==> src/rtl/pwm_bank.sv <==
// Multi-channel PWM peripheral: one shared prescaled timebase (edge/center aligned)
// drives CHANNELS outputs with double-buffered cutoffs behind a register port.
module pwm_bank #(
    parameter int CHANNELS      = 4,
    parameter int DATA_BITS     = 8,
    parameter int ADDR_BITS     = 5,
    parameter int PRESCALE_BITS = 8
) (
    input  logic                 clk,
    input  logic                 reset,
    input  logic                 wr_en,
    input  logic [ADDR_BITS-1:0] wr_addr,
    input  logic [DATA_BITS-1:0] wr_data,
    input  logic                 rd_en,
    input  logic [ADDR_BITS-1:0] rd_addr,
    output logic [DATA_BITS-1:0] rd_data,
    output logic [CHANNELS-1:0]  pwm_out,
    output logic                 period_tick
);

    typedef enum logic {DIR_UP = 1'b0, DIR_DOWN = 1'b1} dir_t;
    typedef enum logic {MODE_EDGE = 1'b0, MODE_CENTER = 1'b1} mode_t;

    localparam logic [ADDR_BITS-1:0] A_ENABLE   = ADDR_BITS'(CHANNELS);
    localparam logic [ADDR_BITS-1:0] A_PRESCALE = ADDR_BITS'(CHANNELS + 1);
    localparam logic [ADDR_BITS-1:0] A_MODE     = ADDR_BITS'(CHANNELS + 2);
    localparam logic [ADDR_BITS-1:0] A_STATUS   = ADDR_BITS'(CHANNELS + 3);
    localparam logic [DATA_BITS-1:0] CNT_MAX    = '1;
    localparam logic [DATA_BITS-1:0] CNT_ONE    = DATA_BITS'(1);

    logic [DATA_BITS-1:0]     r_shadow [CHANNELS];
    logic [DATA_BITS-1:0]     r_active [CHANNELS];
    logic [CHANNELS-1:0]      r_enable;
    logic [PRESCALE_BITS-1:0] r_prescale;
    logic [PRESCALE_BITS-1:0] r_presc_cnt;
    mode_t                    r_mode;
    logic                     r_status;
    logic [DATA_BITS-1:0]     r_cnt;
    dir_t                     r_dir;
    logic [CHANNELS-1:0]      r_pwm;
    logic                     r_period_tick;
    logic [DATA_BITS-1:0]     r_rd_data;

    logic                     w_tick;
    logic                     w_boundary;
    logic                     w_mode_wr;
    logic                     w_stat_clr;
    logic [DATA_BITS-1:0]     w_cnt_next;
    dir_t                     w_dir_next;
    logic [CHANNELS-1:0]      w_pwm;
    logic [DATA_BITS-1:0]     w_rd_val;

    assign w_tick     = (r_presc_cnt == r_prescale);
    assign w_mode_wr  = wr_en && (wr_addr == A_MODE);
    assign w_stat_clr = wr_en && (wr_addr == A_STATUS) && wr_data[0];

    always_ff @(posedge clk or negedge reset) begin
        if (!reset) begin
            r_cnt <= '0;
            r_dir <= DIR_UP;
        end else begin
            r_cnt <= w_cnt_next;
            r_dir <= w_dir_next;
        end
    end

    // Center mode walks 0..MAX..1; the flip back to up is taken on the 1->0 step,
    // so that tick is also the period boundary.
    always_comb begin
        w_cnt_next = r_cnt;
        w_dir_next = r_dir;
        w_boundary = 1'b0;
        if (w_tick) begin
            if (r_mode == MODE_EDGE) begin
                w_cnt_next = r_cnt + 1'b1;
                w_boundary = (r_cnt == CNT_MAX);
            end else if (r_dir == DIR_UP) begin
                if (r_cnt == CNT_MAX) begin
                    w_cnt_next = r_cnt - 1'b1;
                    w_dir_next = DIR_DOWN;
                end else begin
                    w_cnt_next = r_cnt + 1'b1;
                end
            end else begin
                w_cnt_next = r_cnt - 1'b1;
                if (r_cnt == CNT_ONE) begin
                    w_dir_next = DIR_UP;
                    w_boundary = 1'b1;
                end
            end
        end
        if (w_mode_wr) begin
            w_cnt_next = '0;
            w_dir_next = DIR_UP;
        end
    end

    always_comb begin
        w_pwm = '0;
        for (int unsigned i = 0; i < CHANNELS; i++) begin
            w_pwm[i] = r_enable[i] && (r_cnt < r_active[i]);
        end
    end

    always_comb begin
        w_rd_val = '0;
        for (int unsigned i = 0; i < CHANNELS; i++) begin
            if (rd_addr == ADDR_BITS'(i)) w_rd_val = r_shadow[i];
        end
        if (rd_addr == A_ENABLE)   w_rd_val = DATA_BITS'(r_enable);
        if (rd_addr == A_PRESCALE) w_rd_val = DATA_BITS'(r_prescale);
        if (rd_addr == A_MODE)     w_rd_val = {{(DATA_BITS-1){1'b0}}, r_mode == MODE_CENTER};
        if (rd_addr == A_STATUS)   w_rd_val = {{(DATA_BITS-1){1'b0}}, r_status};
    end

    always_ff @(posedge clk or negedge reset) begin
        if (!reset) begin
            r_enable      <= '0;
            r_prescale    <= '0;
            r_presc_cnt   <= '0;
            r_mode        <= MODE_EDGE;
            r_status      <= 1'b0;
            r_pwm         <= '0;
            r_period_tick <= 1'b0;
            r_rd_data     <= '0;
            for (int unsigned i = 0; i < CHANNELS; i++) begin
                r_shadow[i] <= '0;
                r_active[i] <= '0;
            end
        end else begin
            r_pwm         <= w_pwm;
            r_period_tick <= w_boundary;
            r_status      <= w_boundary | (r_status & ~w_stat_clr);
            if (rd_en) r_rd_data <= w_rd_val;

            if (w_mode_wr || w_tick) r_presc_cnt <= '0;
            else                     r_presc_cnt <= r_presc_cnt + 1'b1;

            // Active reloads read the pre-write shadow, so a same-cycle write waits a period.
            for (int unsigned i = 0; i < CHANNELS; i++) begin
                if (w_mode_wr || w_boundary || !r_enable[i]) r_active[i] <= r_shadow[i];
                if (wr_en && (wr_addr == ADDR_BITS'(i)))     r_shadow[i] <= wr_data;
            end

            if (wr_en && (wr_addr == A_ENABLE))   r_enable   <= CHANNELS'(wr_data);
            if (wr_en && (wr_addr == A_PRESCALE)) r_prescale <= PRESCALE_BITS'(wr_data);
            if (w_mode_wr)                        r_mode     <= mode_t'(wr_data[0]);
        end
    end

    assign pwm_out     = r_pwm;
    assign period_tick = r_period_tick;
    assign rd_data     = r_rd_data;

endmodule

==> config.mk <==
export PLATFORM = sky130hd
export DESIGN_NAME = pwm_bank
export DESIGN_NICKNAME = d
export VERILOG_FILES = /design/src/rtl/pwm_bank.sv
export SDC_FILE = /design/constraint.sdc
export NUM_CORES = 1
export LEC_CHECK = 0
export ABC_AREA = 1
export CAP_MARGIN = 20
export CORE_MARGIN = 4
export CORE_UTILIZATION = 40
export DETAILED_ROUTE_END_ITERATION = 10
export SETUP_SLACK_MARGIN = 0.05
export SLEW_MARGIN = 5
export SYNTH_ARGS = -nofsm -noshare
export SYNTH_HDL_FRONTEND = slang
export SYNTH_SLANG_ARGS = --single-unit
==> constraint.sdc <==
create_clock -name clk -period 2.3 [get_ports clk]
set_clock_uncertainty 0.1 [all_clocks]
set_input_delay 0.345 -clock clk [delete_from_list [all_inputs] [get_ports clk]]
set_output_delay 0.345 -clock clk [all_outputs]
set_load 0.01 [all_outputs]
# Word level (Yosys, flattened, before mapping)
# Index checks and enable logic that the tools add are counted.
[word_totals] in_bits=22 output_inout_bits=13 ff_bits=108 elab_cells=97
[op_classes] n_bitwise=3 muxes=24 eq_ne=17 reduce_logical=28 n_lt_le_gt_ge=4 add_sub_neg=3
[ops] op="$mux W8" n=14
[ops] op="$eq A5 B3 Y1 const B" n=8
[ops] op="$lt A8 B8 Y1" n=4
[ops] op="$eq A5 B2 Y1 const B" n=4
[ops] op="$add A8 B1 Y8 const B" n=2
[ops] op="$logic_and A1 B1 Y1" n=13
[ops] op="$eq A5 B1 Y1 const B" n=2
[ops] op="$logic_not A5 Y1" n=2
[ops] op="$mux W1" n=10
[ops] op="$eq A8 B1 Y1 const B" n=1
[ops] op="$eq A8 B8 Y1" n=1
[ops] op="$eq A8 B8 Y1 const B" n=1
[ops] op="$sub A8 B1 Y8 const B" n=1
[ops] op="$logic_or A1 B1 Y1" n=6
[ops] op="$logic_not A1 Y1" n=4
[ops] op="$reduce_bool A2 Y1" n=2
[ops] op="$reduce_and A2 Y1" n=1
[ops] op="$and A1 B1 Y1" n=1
[ops] op="$not A1 Y1" n=1
[ops] op="$or A1 B1 Y1" n=1

# Depth between registers and ports, before layout
[logic_depth] depth_word=9 depth_mapped=10 mapped_depth_nobuf=10

# Least setup slack after synthesis
# Ideal clock, no wire load.
[synth_timing] path_type="reg2reg" start="reg r_cnt[3]" end="reg r_active[1] (netlist bit)" path_stages_with_launch=11 path_slack_ns=0.628 setup_time_ns=0.117 period_less_slack_ns=1.672 path_buffers=2 arrival_ns=1.454 cell_sequence="dfrtp_1 > buf_4 > nor2_2 > nand2_1 > nor2_2 > nor2_2 > nor2_4 > nand2_4 > buf_6 > nand4_1 > nand2_1"
[synth_via] elab_chain_len=7 elab_cells_between_ends=8
[synth_lines] element="start, declared" line="38" source="logic [DATA_BITS-1:0] r_cnt;"
[synth_lines] element="start signal, assigned" line="62" source="r_cnt <= w_cnt_next;"
[synth_lines] element="$eq A8 B1 Y1" line="86" source="if (r_cnt == CNT_ONE) begin"
[synth_lines] element="$mux W1" line="86"
[synth_lines] element="$mux W1" line="77" source="end else if (r_dir == DIR_UP) begin"
[synth_lines] element="$mux W1 *" line="74" source="if (r_mode == MODE_EDGE) begin"
[synth_lines] element="$mux W1 *" line="73" source="if (w_tick) begin"
[synth_lines] element="$logic_or A1 B1 Y1 * (2 in series)" line="141" source="if (w_mode_wr || w_boundary || !r_enable[i]) r_active[i] <= r_shadow[i];"
[synth_lines] element="end signal, assigned by index" line="141"
[synth_lines] element="end, declared" line="32" source="logic [DATA_BITS-1:0] r_active [CHANNELS];"
# Every way passes the cells marked *; elsewhere a longest branch is shown, timed or not.
# A chain may end at the register's enable or synchronous reset.

# Final worst setup path
[layout_timing] start="reg r_cnt[0]" end="reg r_active[14] (netlist bit)"
# The elaborated chain is that of the path after synthesis.

==> impl_metrics.toml <==
[worst_setup_path]
cp_common_cell = "nand2_1"
reg2reg_depth = 9
crit_required_ns = 2.44
critPathKind = "flip-flop to flip-flop"
timing.rr.end = "r_active[14]$_DFFE_PN0P_"
cp-end-kind = "flip-flop"
slowest_stage = "dfrtp_1"
cp.arrival_ns = 2.12
crit_start = "r_cnt[0]$_DFFE_PN0N_"
start_kind = "flip-flop"
cpPeakStageDelay_ns = 0.42
crit_end = "r_active[14]$_DFFE_PN0P_"
crit_chain = "ha_1 -> nand2_1 -> nor2_4 -> a21oi_2 -> nor2_4 -> nand2_4 -> nand3_2 -> nand2_1 -> nand2_1"
r2r_slack_ns = 0.32
crit_fanout = 23
r2r_start = "r_cnt[0]$_DFFE_PN0N_"

[synthesis]
ys_types = 37
ys_async_sr_fraction_pct = 100
synthMuxAreaShare_pct = 0
synth_xor_area_share_pct = 1.77
synth-simple-area-share_pct = 31.2
synth_nets = 811
synth.most_common_cell = "nand2_1"
netlist.top_cell.by_area = "dfrtp_1"
synth_compound_gate_area_share_pct = 8.20
synth-edff-count = 0
synth_area_mm2 = 0.00595
synth_seq_cells = 108
synth_top_cell_area_share_pct = 45.4
ys.flop_type = "dfrtp_1"
synth_fa_ha_area_share_pct = 6.73
yosys_warnings = 0
netlist_top_cells_area = "dfrtp_1, nand2_1, ha_1"
synth_top_family_by_area = "simple AND/OR/NAND/NOR gates"
seq_area_frac_synth_pct = 45.4
avgSynthCellArea_um2 = 7.86
yosys-top-cells-count = "nand2_1, dfrtp_1, inv_1"
synthCells = 757

[timing]
whs_ns = 0.391
max_freq_ghz = 0.505
grt_setup_unrepaired = "false"
worst_slack_ns = 0.318
hold_violations = 0
slew_violations = 0
worst_slew_pin_slew_ns = 0.608
period_share_pct = 86.2
fin_tns_setup_ns = 0
max-slew-margin-rel_pct = 59.5
period_needed_ns = 1.98
setup_viol = 0

[cts]
cts_buffers = 9
cts_tree = "built"
h-tree-depth = 3
cts.sinks = 108
clk_pin_slew_ns = 0.07
cts_root_buffer = "clkbuf_16"
clock_latency_ns = 0.35
clk_path_buf_depth = 2

[power_and_ir_drop]
ir_drop_v = 0.000414
power_density_mw_per_mm2 = 972
power.leakage_nw = 3.44
finalPower_mw = 6.71

[place]
dp.final_hpwl_mm = 11.8
port-buffer-count = 34
gp_congestion = 0.939
post-place-cells = 972
pre_cts_ws_ns = 0.112
placed_cell_area_mm2 = 0.00658

[job]
cap_violations = 0

[die]
fp.dieW_um = 130
placeableCoreArea_mm2 = 0.0145
die_h_um = 130
initial_core_util_pct = 41.0
die_area_mm2 = 0.0169
fp-row-count = 44
ioPinCount = 35

[hold_path]
hold_path_depth = 2
hold_class = "flip-flop to flip-flop"

[route]
drt_iter0_markers = 373
remaining_drc_errors = 0
wire_per_inst_um = 16.2
routed_wl_mm = 16.0
dr_total_vias = 5251
via_per_inst = 5.31
drtPass1Iterations = 5
ant_nets = 0

[global_routing]
track_usage_pct = 19.8
antenna_found_initial = 0
grt_max_degree = 109
overflow = 0
grt_pass1_wl_mm = 26.0
grt_pass1_vias = 4843

[finish]
n_fill_cell = 1423
multi_input_area_mm2 = 0.00285
regArea_mm2 = 0.00270
final_cells = 988
drive_above_1_share_pct = 7.34
fin_nets = 854
fin_util_pct = 47.5
syn_to_final_growth_pct = 16.0
antennaDiodeCount = 0
final_area_mm2 = 0.00690

[status]
status = "finished, final reports clean"
-- final cells by class --
type | count | share of cell area, %
Sequential cell | 108 | 39.1
Multi-Input combinational cell | 552 | 41.3
Tap cell | 184 | 3.33
Clock buffer | 11 | 3.52
Clock inverter | 4 | 1.07
Timing Repair Buffer | 53 | 7.54
Inverter | 76 | 4.13
-- routing by layer --
layer | wire length, um | track usage [%]
met1 | 7870 | 29.0
met2 | 7160 | 30.3
met3 | 701 | 2.66
met4 | 303 | 6.66
met5 | 0 | 0
-- placed cells by master, fill, tap and decap left out, types with 2 or more instances in the layout --
cell / instances
inv_2: 4
bufinv_16: 2
xnor2_1: 4
buf_12: 3
dfrtp_1: 108
nand3_1: 38
nor3_1: 9
a31oi_1: 4
a21oi_1: 19
nand3_2: 4
buf_4: 16
nor2_1: 50
inv_1: 71
clkbuf_16: 9
ha_1: 32
nor2_2: 9
o21ai_1: 4
a21o_1: 4
clkdlybuf4s50_1: 33
xor2_1: 8
nand2_1: 244
nor3_2: 3
nand3b_1: 4
nor2_4: 2
o21ai_0: 57
nand4_1: 47
-- power breakdown --
group | switching [mW] | internal, mW
Combinational | 1.28 | 0.908
Clock | 0.715 | 0.980
Sequential | 0.485 | 2.34
Total | 2.48 | 4.23
-- registers in the layout, indices dropped and copies added, names as in the netlist --
| register | count |
|---|---|
| r_active | 32 |
| r_shadow | 32 |
| r_cnt | 8 |
| r_presc_cnt | 8 |
| r_prescale | 8 |
| rd_data | 8 |
| pwm_out | 4 |
| r_enable | 4 |
| period_tick | 1 |
| r_dir | 1 |
| r_mode | 1 |
| r_status | 1 |
-- critical path, delay by kind of cell, from the launching register on --
family | cells | cell delay [ns]
and+or+nand+nor | 7 | 0.89
DFF | 1 | 0.42
AOI/OAI and AO/OA | 1 | 0.23
adders and majority gates | 1 | 0.24
-- logic make-up after synthesis --
kind of cell,Yosys count
fa+ha+maj,32
simple gates,416
buf+inv,97
xor+xnor,12
compound gates,92
flops,108
-- what timing repair did --
action                                 CTS  global route
hold buffers                             1             0
resized for setup                        0             0
setup buffers                            0             0
endpoints found under the hold margin    6             0
-- worst min path at each step --
stage,from,end,slack (ns)
5_1_grt,rd_data[4]$_DFFE_PN0P_,rd_data[4]$_DFFE_PN0P_,0.43
3_5_place_dp,rd_data[6]$_DFFE_PN0P_,rd_data[6]$_DFFE_PN0P_,0.37
2_1_floorplan,reset,period_tick$_DFF_PN0_,-0.05
3_3_place_gp,reset,r_shadow[23]$_DFFE_PN0P_,0.37
4_1_cts,rd_data[6]$_DFFE_PN0P_,rd_data[6]$_DFFE_PN0P_,0.39
6_report,rd_data[6]$_DFFE_PN0P_,rd_data[6]$_DFFE_PN0P_,0.39
(Power assumes the default switching activity.)
